`src/rtl/uart_pkg.sv`:
```
// Shared definitions for the UART transmit scheduler: default sizing,
// scheduler state encoding and a small sizing helper.
package uart_pkg;

  localparam int unsigned DEF_NUM_REQ      = 32'd4;
  localparam int unsigned DEF_DATA_WIDTH   = 32'd8;
  localparam int unsigned DEF_GAP_CYCLES   = 32'd2;
  localparam int unsigned DEF_BUSY_TIMEOUT = 32'd8;

  typedef enum logic [2:0] {
    IDLE      = 3'd0,
    LAUNCH    = 3'd1,
    WAIT_BUSY = 3'd2,
    WAIT_DONE = 3'd3,
    GAP       = 3'd4
  } e_sched_state;

  // Larger of two sizing parameters, used to dimension the shared counter.
  function automatic int unsigned max_u(input int unsigned a, input int unsigned b);
    return (a > b) ? a : b;
  endfunction

endpackage

```
`src/rtl/uart_rr_arbiter.sv`:
```
// Combinational rotate-priority pick: the first set request found searching
// upward from last_owner+1, wrapping modulo NUM_REQ.
module uart_rr_arbiter
  import uart_pkg::*;
#(
  parameter int unsigned NUM_REQ = DEF_NUM_REQ,
  parameter int unsigned OWN_W   = $clog2(NUM_REQ)
) (
  input  logic [NUM_REQ-1:0] req,
  input  logic [OWN_W-1:0]   last_owner,
  output logic [OWN_W-1:0]   winner,
  output logic               valid
);

  logic [OWN_W-1:0] idx_s;

  // Scan from the farthest offset down to the nearest so the nearest hit wins.
  always_comb begin
    winner = '0;
    valid  = 1'b0;
    idx_s  = '0;
    for (int i = int'(NUM_REQ); i >= 1; i--) begin
      idx_s = OWN_W'((int'(last_owner) + i) % int'(NUM_REQ));
      if (req[idx_s]) begin
        winner = idx_s;
        valid  = 1'b1;
      end else begin
        winner = winner;
        valid  = valid;
      end
    end
  end

endmodule

```
`src/rtl/uart_tx_scheduler.sv`:
```
// Round-robin scheduler sharing one UART transmitter among NUM_REQ producers.
// Grants one requester, launches its byte with a one-cycle DATA_VALID, follows
// TX_BUSY through the frame and enforces an inter-frame gap.
module uart_tx_scheduler
  import uart_pkg::*;
#(
  parameter int unsigned NUM_REQ      = DEF_NUM_REQ,
  parameter int unsigned DATA_WIDTH   = DEF_DATA_WIDTH,
  parameter int unsigned GAP_CYCLES   = DEF_GAP_CYCLES,
  parameter int unsigned BUSY_TIMEOUT = DEF_BUSY_TIMEOUT
) (
  input  logic                          CLK,
  input  logic                          RST,
  input  logic [NUM_REQ-1:0]            REQ,
  input  logic [NUM_REQ*DATA_WIDTH-1:0] REQ_DATA,
  input  logic [NUM_REQ-1:0]            REQ_PAR_EN,
  input  logic                          TX_BUSY,
  output logic [NUM_REQ-1:0]            GNT,
  output logic [DATA_WIDTH-1:0]         P_DATA,
  output logic                          DATA_VALID,
  output logic                          PAR_EN,
  output logic [$clog2(NUM_REQ)-1:0]    OWNER,
  output logic                          ACTIVE,
  output logic                          TIMEOUT_ERR
);

  localparam int unsigned OWN_W    = $clog2(NUM_REQ);
  localparam int unsigned CNT_W    = $clog2(max_u(GAP_CYCLES, BUSY_TIMEOUT)) + 32'd1;
  localparam int unsigned GAP_LAST = (GAP_CYCLES > 32'd0) ? GAP_CYCLES - 32'd1 : 32'd0;
  // The busy window closes on the edge where the counter reaches BUSY_TIMEOUT-1.
  localparam int unsigned BUSY_PRE = (BUSY_TIMEOUT > 32'd1) ? BUSY_TIMEOUT - 32'd2 : 32'd0;
  localparam logic [NUM_REQ-1:0] GNT_ONE = {{(NUM_REQ-1){1'b0}}, 1'b1};

  e_sched_state            state_r, state_s;
  logic [CNT_W-1:0]        cnt_r, cnt_s;
  logic                    launch_s;
  logic                    timeout_s;
  logic                    gap_done_s;
  logic                    busy_expire_s;
  logic [OWN_W-1:0]        arb_idx_s;
  logic                    arb_valid_s;

  logic [NUM_REQ-1:0]      gnt_r;
  logic [DATA_WIDTH-1:0]   p_data_r;
  logic                    data_valid_r;
  logic                    par_en_r;
  logic [OWN_W-1:0]        owner_r;
  logic                    active_r;
  logic                    timeout_err_r;

  uart_rr_arbiter #(
    .NUM_REQ (NUM_REQ),
    .OWN_W   (OWN_W)
  ) u_arb (
    .req        (REQ),
    .last_owner (owner_r),
    .winner     (arb_idx_s),
    .valid      (arb_valid_s)
  );

  assign gap_done_s    = (GAP_CYCLES == 32'd0) || (cnt_r == CNT_W'(GAP_LAST));
  assign busy_expire_s = (BUSY_TIMEOUT < 32'd2) || (cnt_r == CNT_W'(BUSY_PRE));

  // Next-state, counter and launch/timeout decisions for the scheduler.
  always_comb begin
    state_s   = state_r;
    cnt_s     = cnt_r;
    launch_s  = 1'b0;
    timeout_s = 1'b0;
    case (state_r)
      IDLE: begin
        if (arb_valid_s && !TX_BUSY) begin
          state_s  = LAUNCH;
          launch_s = 1'b1;
        end else begin
          state_s = IDLE;
        end
      end
      LAUNCH: begin
        state_s = WAIT_BUSY;
        cnt_s   = '0;
      end
      WAIT_BUSY: begin
        if (TX_BUSY) begin
          state_s = WAIT_DONE;
          cnt_s   = '0;
        end else if (busy_expire_s) begin
          state_s   = GAP;
          cnt_s     = '0;
          timeout_s = 1'b1;
        end else begin
          cnt_s = cnt_r + CNT_W'(1);
        end
      end
      WAIT_DONE: begin
        if (!TX_BUSY) begin
          state_s = (GAP_CYCLES == 32'd0) ? IDLE : GAP;
          cnt_s   = '0;
        end else begin
          state_s = WAIT_DONE;
        end
      end
      GAP: begin
        if (gap_done_s) begin
          state_s = IDLE;
          cnt_s   = '0;
        end else begin
          cnt_s = cnt_r + CNT_W'(1);
        end
      end
      default: begin
        state_s = IDLE;
        cnt_s   = '0;
      end
    endcase
  end

  // State and counter registers.
  always_ff @(posedge CLK or negedge RST) begin
    if (!RST) begin
      state_r <= IDLE;
      cnt_r   <= '0;
    end else begin
      state_r <= state_s;
      cnt_r   <= cnt_s;
    end
  end

  // Output registers: capture the winner on selection, pulse strobes for one cycle.
  always_ff @(posedge CLK or negedge RST) begin
    if (!RST) begin
      gnt_r         <= '0;
      p_data_r      <= '0;
      data_valid_r  <= 1'b0;
      par_en_r      <= 1'b0;
      owner_r       <= OWN_W'(NUM_REQ - 32'd1);
      active_r      <= 1'b0;
      timeout_err_r <= 1'b0;
    end else begin
      active_r      <= (state_s != IDLE);
      timeout_err_r <= timeout_s;
      if (launch_s) begin
        gnt_r        <= GNT_ONE << arb_idx_s;
        data_valid_r <= 1'b1;
        p_data_r     <= REQ_DATA[arb_idx_s*DATA_WIDTH +: DATA_WIDTH];
        par_en_r     <= REQ_PAR_EN[arb_idx_s];
        owner_r      <= arb_idx_s;
      end else begin
        gnt_r        <= '0;
        data_valid_r <= 1'b0;
      end
    end
  end

  assign GNT         = gnt_r;
  assign P_DATA      = p_data_r;
  assign DATA_VALID  = data_valid_r;
  assign PAR_EN      = par_en_r;
  assign OWNER       = owner_r;
  assign ACTIVE      = active_r;
  assign TIMEOUT_ERR = timeout_err_r;

endmodule

```
`config.mk`:
```
export PLATFORM = sky130hd
export DESIGN_NAME = uart_tx_scheduler
export DESIGN_NICKNAME = d
export VERILOG_FILES = /design/src/rtl/uart_pkg.sv /design/src/rtl/uart_rr_arbiter.sv /design/src/rtl/uart_tx_scheduler.sv
export SDC_FILE = /design/constraint.sdc
export NUM_CORES = 1
export LEC_CHECK = 0
export ABC_CLOCK_PERIOD_IN_PS = 2550
export BUFFER_PORTS_ARGS = -buffer_cell sky130_fd_sc_hd__buf_4
export CORE_AREA = 2 2 73 68
export CTS_BUF_LIST = sky130_fd_sc_hd__clkbuf_4 sky130_fd_sc_hd__clkbuf_8
export DETAILED_ROUTE_END_ITERATION = 8
export DIE_AREA = 0 0 75 70
export PLACE_DENSITY = 0.69
export SLEW_MARGIN = 40
export SYNTH_ARGS = -nofsm -noshare
export SYNTH_HDL_FRONTEND = slang
export SYNTH_SLANG_ARGS = --single-unit
export TNS_END_PERCENT = 5
```
`constraint.sdc`:
```
create_clock -name CLK -period 2.55 [get_ports CLK]
set_input_delay 0.1275 -clock CLK [delete_from_list [all_inputs] [get_ports CLK]]
set_output_delay 0.1275 -clock CLK [all_outputs]
set_load 0.01 [all_outputs]
```
==> flow_summary.yaml, run 1 <==
run_status:
  status: "finished, final reports clean"
placement:
  post_dp_cell_area_um2: 1960
  dp_hpwl_mm: 2.82
  io_buffers: 60
  gp_congestion: 0.793
grt:
  gr-total-overflow: 0
  grt_antenna_before_repair: 0
  grt_pass1_vias: 1292
  grt_pass1_wl_mm: 6.24
  grt_use_total: 0.150
  grt_max_degree: 26
clock_network:
  cts_setup_buffers: 0
  clockBufferDepth: 2
  path_clk_slew_ps: 90
  cts_max_level: 1
  clk_latency_ps: 270
  hold_buffers: 1
  clkSinkCount: 25
  cts_root_buf: "clkbuf_8"
  ctsResizeCount: 0
  cts_tree: "done"
  cts_buffers: 3
floorplanning:
  die_h_um: 70
  dieArea_um2: 5250
  die_width_um: 75
  start_util: 0.326
  fp-row-count: 24
  ios: 61
  core_um2: 4590
setup_path:
  crit_path_start_kind: "register"
  crit_top_cell: "a211oi_1"
  cp.arrival_ps: 2090
  crit_slowest_cell: "dfstp_2"
  crit_family: "flip-flops"
  path_cells: "mux2i_1, o21ai_2, or2_2, a211oi_1, a211oi_1"
  slowest_delay_ps: 600
  worstSetupPathType: "register to register"
  critPathRequiredTime_ps: 2690
  path_max_fanout: 11
  worst-path-buf-inv: 0
  crit_path_end_kind: "register"
hold_path:
  hp-class: "input pin to register"
cells_and_area:
  drive_gt1_frac: 0.391
  layout.nets: 251
  fin_area_um2: 2030
  syn2layout_area_growth_pct: 35.1
  antenna_cells: 0
synth:
  syn_area_um2: 1500
  ys_warn_count: 0
  async_reset_ff_frac: 1.00
  ys_seq_area_frac: 0.419
  synth.top_cell.area_share: 0.384
  synth_edf_count: 0
  ys.flop_type: "dfrtp_1"
  synth_area_per_cell_um2: 9.80
  synth-seq-cells: 25
  netlist_instances: 153
  synth.distinct_cells: 42
  synth_nets: 196
  synth.area.top_cells: "dfrtp_1 (38%), mux2i_1 (6.7%), a211oi_1 (6.0%), a211oi_2 (5.8%), nor2_1 (4.8%)"
  yosys.area.top_type: "dfrtp_1"
run:
  drv_cap: 0
drt:
  drc: 0
  first_pass_iters: 4
  ant_nets: 0
  via_per_inst: 4.95
  wirelength_mm: 3.75
  vias: 1346
  drt_iter0_drc: 68
  wl_per_cell_um: 13.8
power:
  power_w: 0.00185
  p_int_w: 0.00110
  p_per_area_nw_per_um2: 912
  ir_worst_vdd_v: 0.000331
  p_leak_nw: 0.890
  p_sw_w: 0.000751
  power_frac_comb: 0.474
  pwr-share-seq: 0.390
  swShare: 0.406
  p_clk_frac: 0.135
sta:
  worst_slew_pin_slew_ps: 560
  fmax_mhz: 512
  slew_violations: 0
  finClkSkew_ps: 3.35
  max_slew_margin: 0.627
  rsz0062_at_grt: "no"
  fin_tns_setup_ps: 0
  setup_viol: 0
  hold_viol: 0
  finalCriticalPeriod_ps: 1950
  fin_crit_sh: 0.766
==> power by group through the flow <==
| stage | logic, W | clock network, W | registers [W] |
|---|---|---|---|
| after floorplan | 0.000613 | 0 | 0.000693 |
| after detailed placement | 0.000885 | 0 | 0.000724 |
| after CTS | 0.000885 | 0.000256 | 0.000719 |
| final | 0.000877 | 0.000250 | 0.000721 |
| after global placement | 0.000873 | 0 | 0.000723 |
| after global routing | 0.000975 | 0.000270 | 0.000745 |
==> placed cells by master (no fill, tap or decap), types with 2 or more instances in the layout <==
master	instances
a211oi_1	12
a211oi_2	7
a21oi_1	11
and2_1	2
buf_4	61
clkbuf_8	3
dfrtp_1	23
dfstp_2	2
inv_1	2
mux2i_1	10
nand2_1	5
nand2b_1	4
nand3_1	2
nor2_1	19
nor2b_1	2
nor3_1	2
nor3b_1	9
o21ai_0	5
o31ai_1	2
==> cells in the mapped netlist, types with 2 or more instances <==
cell type  number
dfrtp_1        23
nor2_1         19
a211oi_1       12
a21oi_1        12
mux2i_1        10
nor3b_1         9
a211oi_2        7
buf_2           6
nand2_1         5
o21ai_0         5
nand2b_1        4
buf_6           3
and2_1          2
clkbuf_1        2
dfstp_2         2
inv_1           2
nand3_1         2
nor2b_1         2
nor3_1          2
o31ai_1         2
==> worst paths after layout <==
| check | slack [ps] | to | depth (start not counted) | from |
|---|---|---|---|---|
| setup / recovery | 600 | P_DATA[5] | 5 | OWNER[1] |
| hold / removal | 130 | state_r[0] | 2 | TX_BUSY |
| setup reg to reg | 600 | P_DATA[5] | 5 | OWNER[1] |
| hold reg to reg | 550 | OWNER[0] | 2 | OWNER[0] |
| max in group asynchronous | 1950 | OWNER[0] | 2 | RST |
| min in group asynchronous | 300 | cnt_r[0] | 2 | RST |
==> registers in the layout, summed over array words and instances, names as in the netlist <==
signal and flops:
PAR_EN 1, ACTIVE 1, state_r 3, TIMEOUT_ERR 1
cnt_r 4, DATA_VALID 1, OWNER 2, P_DATA 8
GNT 4
==> layer usage <==
layer  share of wire  wire (um)  track usage  vias up
met1            0.47       1750        0.216      620
li1                -          -            -      669
met4          0.0091         34       0.0417        0
met2            0.45       1700        0.223       53
met5               0          0            0        -
met3           0.072        269       0.0361        4
==> logic make-up (layout without fill, tap and decap cells) <==
kind of cell,after synthesis,in the layout,synth area share
compound gates,46,46,0.228
buf+inv,14,68,0.0576
flops,25,25,0.419
mux,10,10,0.0668
simple gates,58,58,0.229
==> through the flow <==
step / cells / utilization / hold slack (ps) / setup WS (ps)
3_5_place_dp: 267 / 0.426 / 57.0 / 345
4_1_cts: 272 / 0.439 / 135 / 355
3_3_place_gp: 267 / 0.426 / 51.4 / 469
2_1_floorplan: 153 / - / -168 / 781
6_report: 272 / 0.441 / 134 / 597
5_1_grt: 272 / 0.441 / 165 / 416
==> area by class of cell <==
cell class,count,area [um2]
fillers,480,2570
multi-input cells,114,792
flip-flops and latches,25,628
repair buffers,62,468
well taps,65,81.3
clock buffers,4,48.8
inverters,2,7.51
Note: power is estimated with default switching activity, not from simulation.
==> run 2, diff against run 1 <==
--- a/config.mk
+++ b/config.mk
@@ -5,7 +5,7 @@
 export SDC_FILE = /design/constraint.sdc
 export NUM_CORES = 1
 export LEC_CHECK = 0
-export ABC_CLOCK_PERIOD_IN_PS = 2550
+export ABC_CLOCK_PERIOD_IN_PS = 1900
 export BUFFER_PORTS_ARGS = -buffer_cell sky130_fd_sc_hd__buf_4
 export CORE_AREA = 2 2 73 68
 export CTS_BUF_LIST = sky130_fd_sc_hd__clkbuf_4 sky130_fd_sc_hd__clkbuf_8
==> constraint.sdc (replaced) <==
create_clock -name CLK -period 1.9 [get_ports CLK]
set_input_delay 0.095 -clock CLK [delete_from_list [all_inputs] [get_ports CLK]]
set_output_delay 0.095 -clock CLK [all_outputs]
set_load 0.01 [all_outputs]
==> run 2 against run 1 <==
Sequential power is 21% higher. Register-to-register slack worse by 510 ps. Die area stayed put. Maximum frequency grew 7.5%. Wire length grew 2.3%. Cell count rose by 4.0%. Combinational power rose by 63%. Utilization increased by 2.0 points. Worst hold slack worse by 32 ps. Non-clock buffer count is 11 higher. Clock-buffer cell count stayed put.
==> flow_summary.yaml, run 2 (synthesized netlist as in run 1, its figures left out) <==
cells_and_area:
  final_cell_mix: "buf_4 (71), dfrtp_1 (23), nor2_1 (19), a21oi_1 (12), a211oi_1 (12)"
  layout.nets: 262
  num-fill-cells: 441
  drive_gt1_frac: 0.413
  fin_area_um2: 2120
  seq_area_um2: 628
  syn2layout_area_growth_pct: 41.2
  antenna_cells: 0
  multi_input_area_um2: 787
  final_common_cell: "buf_4"
  layoutNonFillerInstCount: 283
  largest_register_ffs: 8
drt:
  vias: 1386
  drc: 0
  wirelength_mm: 3.84
  wl_per_cell_um: 13.6
  ant_nets: 0
  first_pass_iters: 4
  drt_iter0_drc: 72
  via_per_inst: 4.90
placement:
  gp_congestion: 0.769
  post_dp_cell_area_um2: 2050
  dp_hpwl_mm: 2.92
  placedCellCount: 278
  io_buffers: 60
run_status:
  status: "finished, final reports clean"
floorplanning:
  dieArea_um2: 5250
  fp-row-count: 24
  die_h_um: 70
  die_width_um: 75
  core_um2: 4590
  ios: 61
  start_util: 0.326
clock_network:
  cts_setup_buffers: 0
  clkSinkCount: 25
  cts_tree: "done"
  cts_root_buf: "clkbuf_8"
  cts_buffers: 3
  path_clk_slew_ps: 80
  clockBufferDepth: 2
  cts_max_level: 1
  clk_latency_ps: 270
run:
  drv_cap: 0
power:
  p_leak_nw: 0.950
  p_sw_w: 0.00103
  p_int_w: 0.00160
  power_w: 0.00263
  ir_worst_vdd_v: 0.000448
  p_clk_frac: 0.126
  pwr-share-seq: 0.330
  power_frac_comb: 0.544
  swShare: 0.392
  p_per_area_nw_per_um2: 1250
sta:
  worst_slew_pin_slew_ps: 476
  setup_viol: 0
  fmax_mhz: 551
  rsz0062_at_grt: "yes"
  fin_crit_sh: 0.956
  hold_viol: 0
  finClkSkew_ps: 4.97
  finalCriticalPeriod_ps: 1820
  max_slew_margin: 0.683
  slew_violations: 0
grt:
  grt_pass1_wl_mm: 6.20
  grt_use_total: 0.153
  grt_max_degree: 26
  gr-total-overflow: 0
  grt_pass1_vias: 1323
  grt_antenna_before_repair: 0
hold_path:
  hp-class: "input pin to register"
setup_path:
  crit_path_end_kind: "register"
  critPathRequiredTime_ps: 2030
  worstSetupPathType: "register to register"
  path_max_fanout: 12
  cp.arrival_ps: 1950
  crit_path_start_kind: "register"
## run 2: final timing paths
check | to | slack [ps] | startpoint | depth (start not counted)
setup / recovery | P_DATA[4] | 80 | OWNER[0] | 5
hold / removal | state_r[0] | 100 | TX_BUSY | 2
setup reg to reg | P_DATA[4] | 80 | OWNER[0] | 5
hold reg to reg | OWNER[1] | 560 | OWNER[1] | 2
max in group asynchronous | OWNER[0] | 1330 | RST | 2
min in group asynchronous | TIMEOUT_ERR | 270 | RST | 2
## run 2: metrics by stage
stage | setup WS [ps] | setup TNS (ps) | utilization | hold slack, ps
finish | 84.4 | 0 | 0.461 | 101
CTS | 41.5 | 0 | 0.460 | 91.5
detailed placement | 56.6 | 0 | 0.447 | 24.0
global placement | 88.8 | 0 | 0.447 | 23.5
floorplan | 131 | 0 | - | -201
global route | -31.8 | -81.5 | 0.461 | 102
## run 2: worst max-delay path, stage by stage, from the launching register on
cell and delay [ps]:
dfstp_2 530, nand2b_1 120, a21oi_1 90, or4_4 610
a211oi_1 260, a211oi_1 70
## run 2: cell type report
type / instances / area share
multi-input cells: 114 / 0.372
flip-flops and latches: 25 / 0.297
repair buffers: 73 / 0.266
well taps: 65 / 0.0384
clock buffers: 4 / 0.0231
inverters: 2 / 0.00355
## run 2: repair_timing
action | 4_1_cts | 5_1_grt
resized for setup | 0 | 1
endpoints found under the setup margin | 0 | 9
hold buffers | 1 | 0
endpoints found under the hold margin | 23 | 0
## run 2: per-layer routing
layer | GRT usage | wire (um) | up-vias
met2 | 0.228 | 1750 | 52
met1 | 0.219 | 1760 | 638
li1 | - | - | 692
met5 | 0 | 0 | -
met4 | 0.0476 | 44 | 0
met3 | 0.0346 | 279 | 4
## run 2: power by group through the flow
stage / Sequential [W] / Clock [W] / Combinational, W
finish: 0.000870 / 0.000331 / 0.00143
global route: 0.000896 / 0.000366 / 0.00157
CTS: 0.000871 / 0.000348 / 0.00144
detailed placement: 0.000879 / 0 / 0.00144
global placement: 0.000880 / 0 / 0.00141
floorplan: 0.000930 / 0 / 0.000823
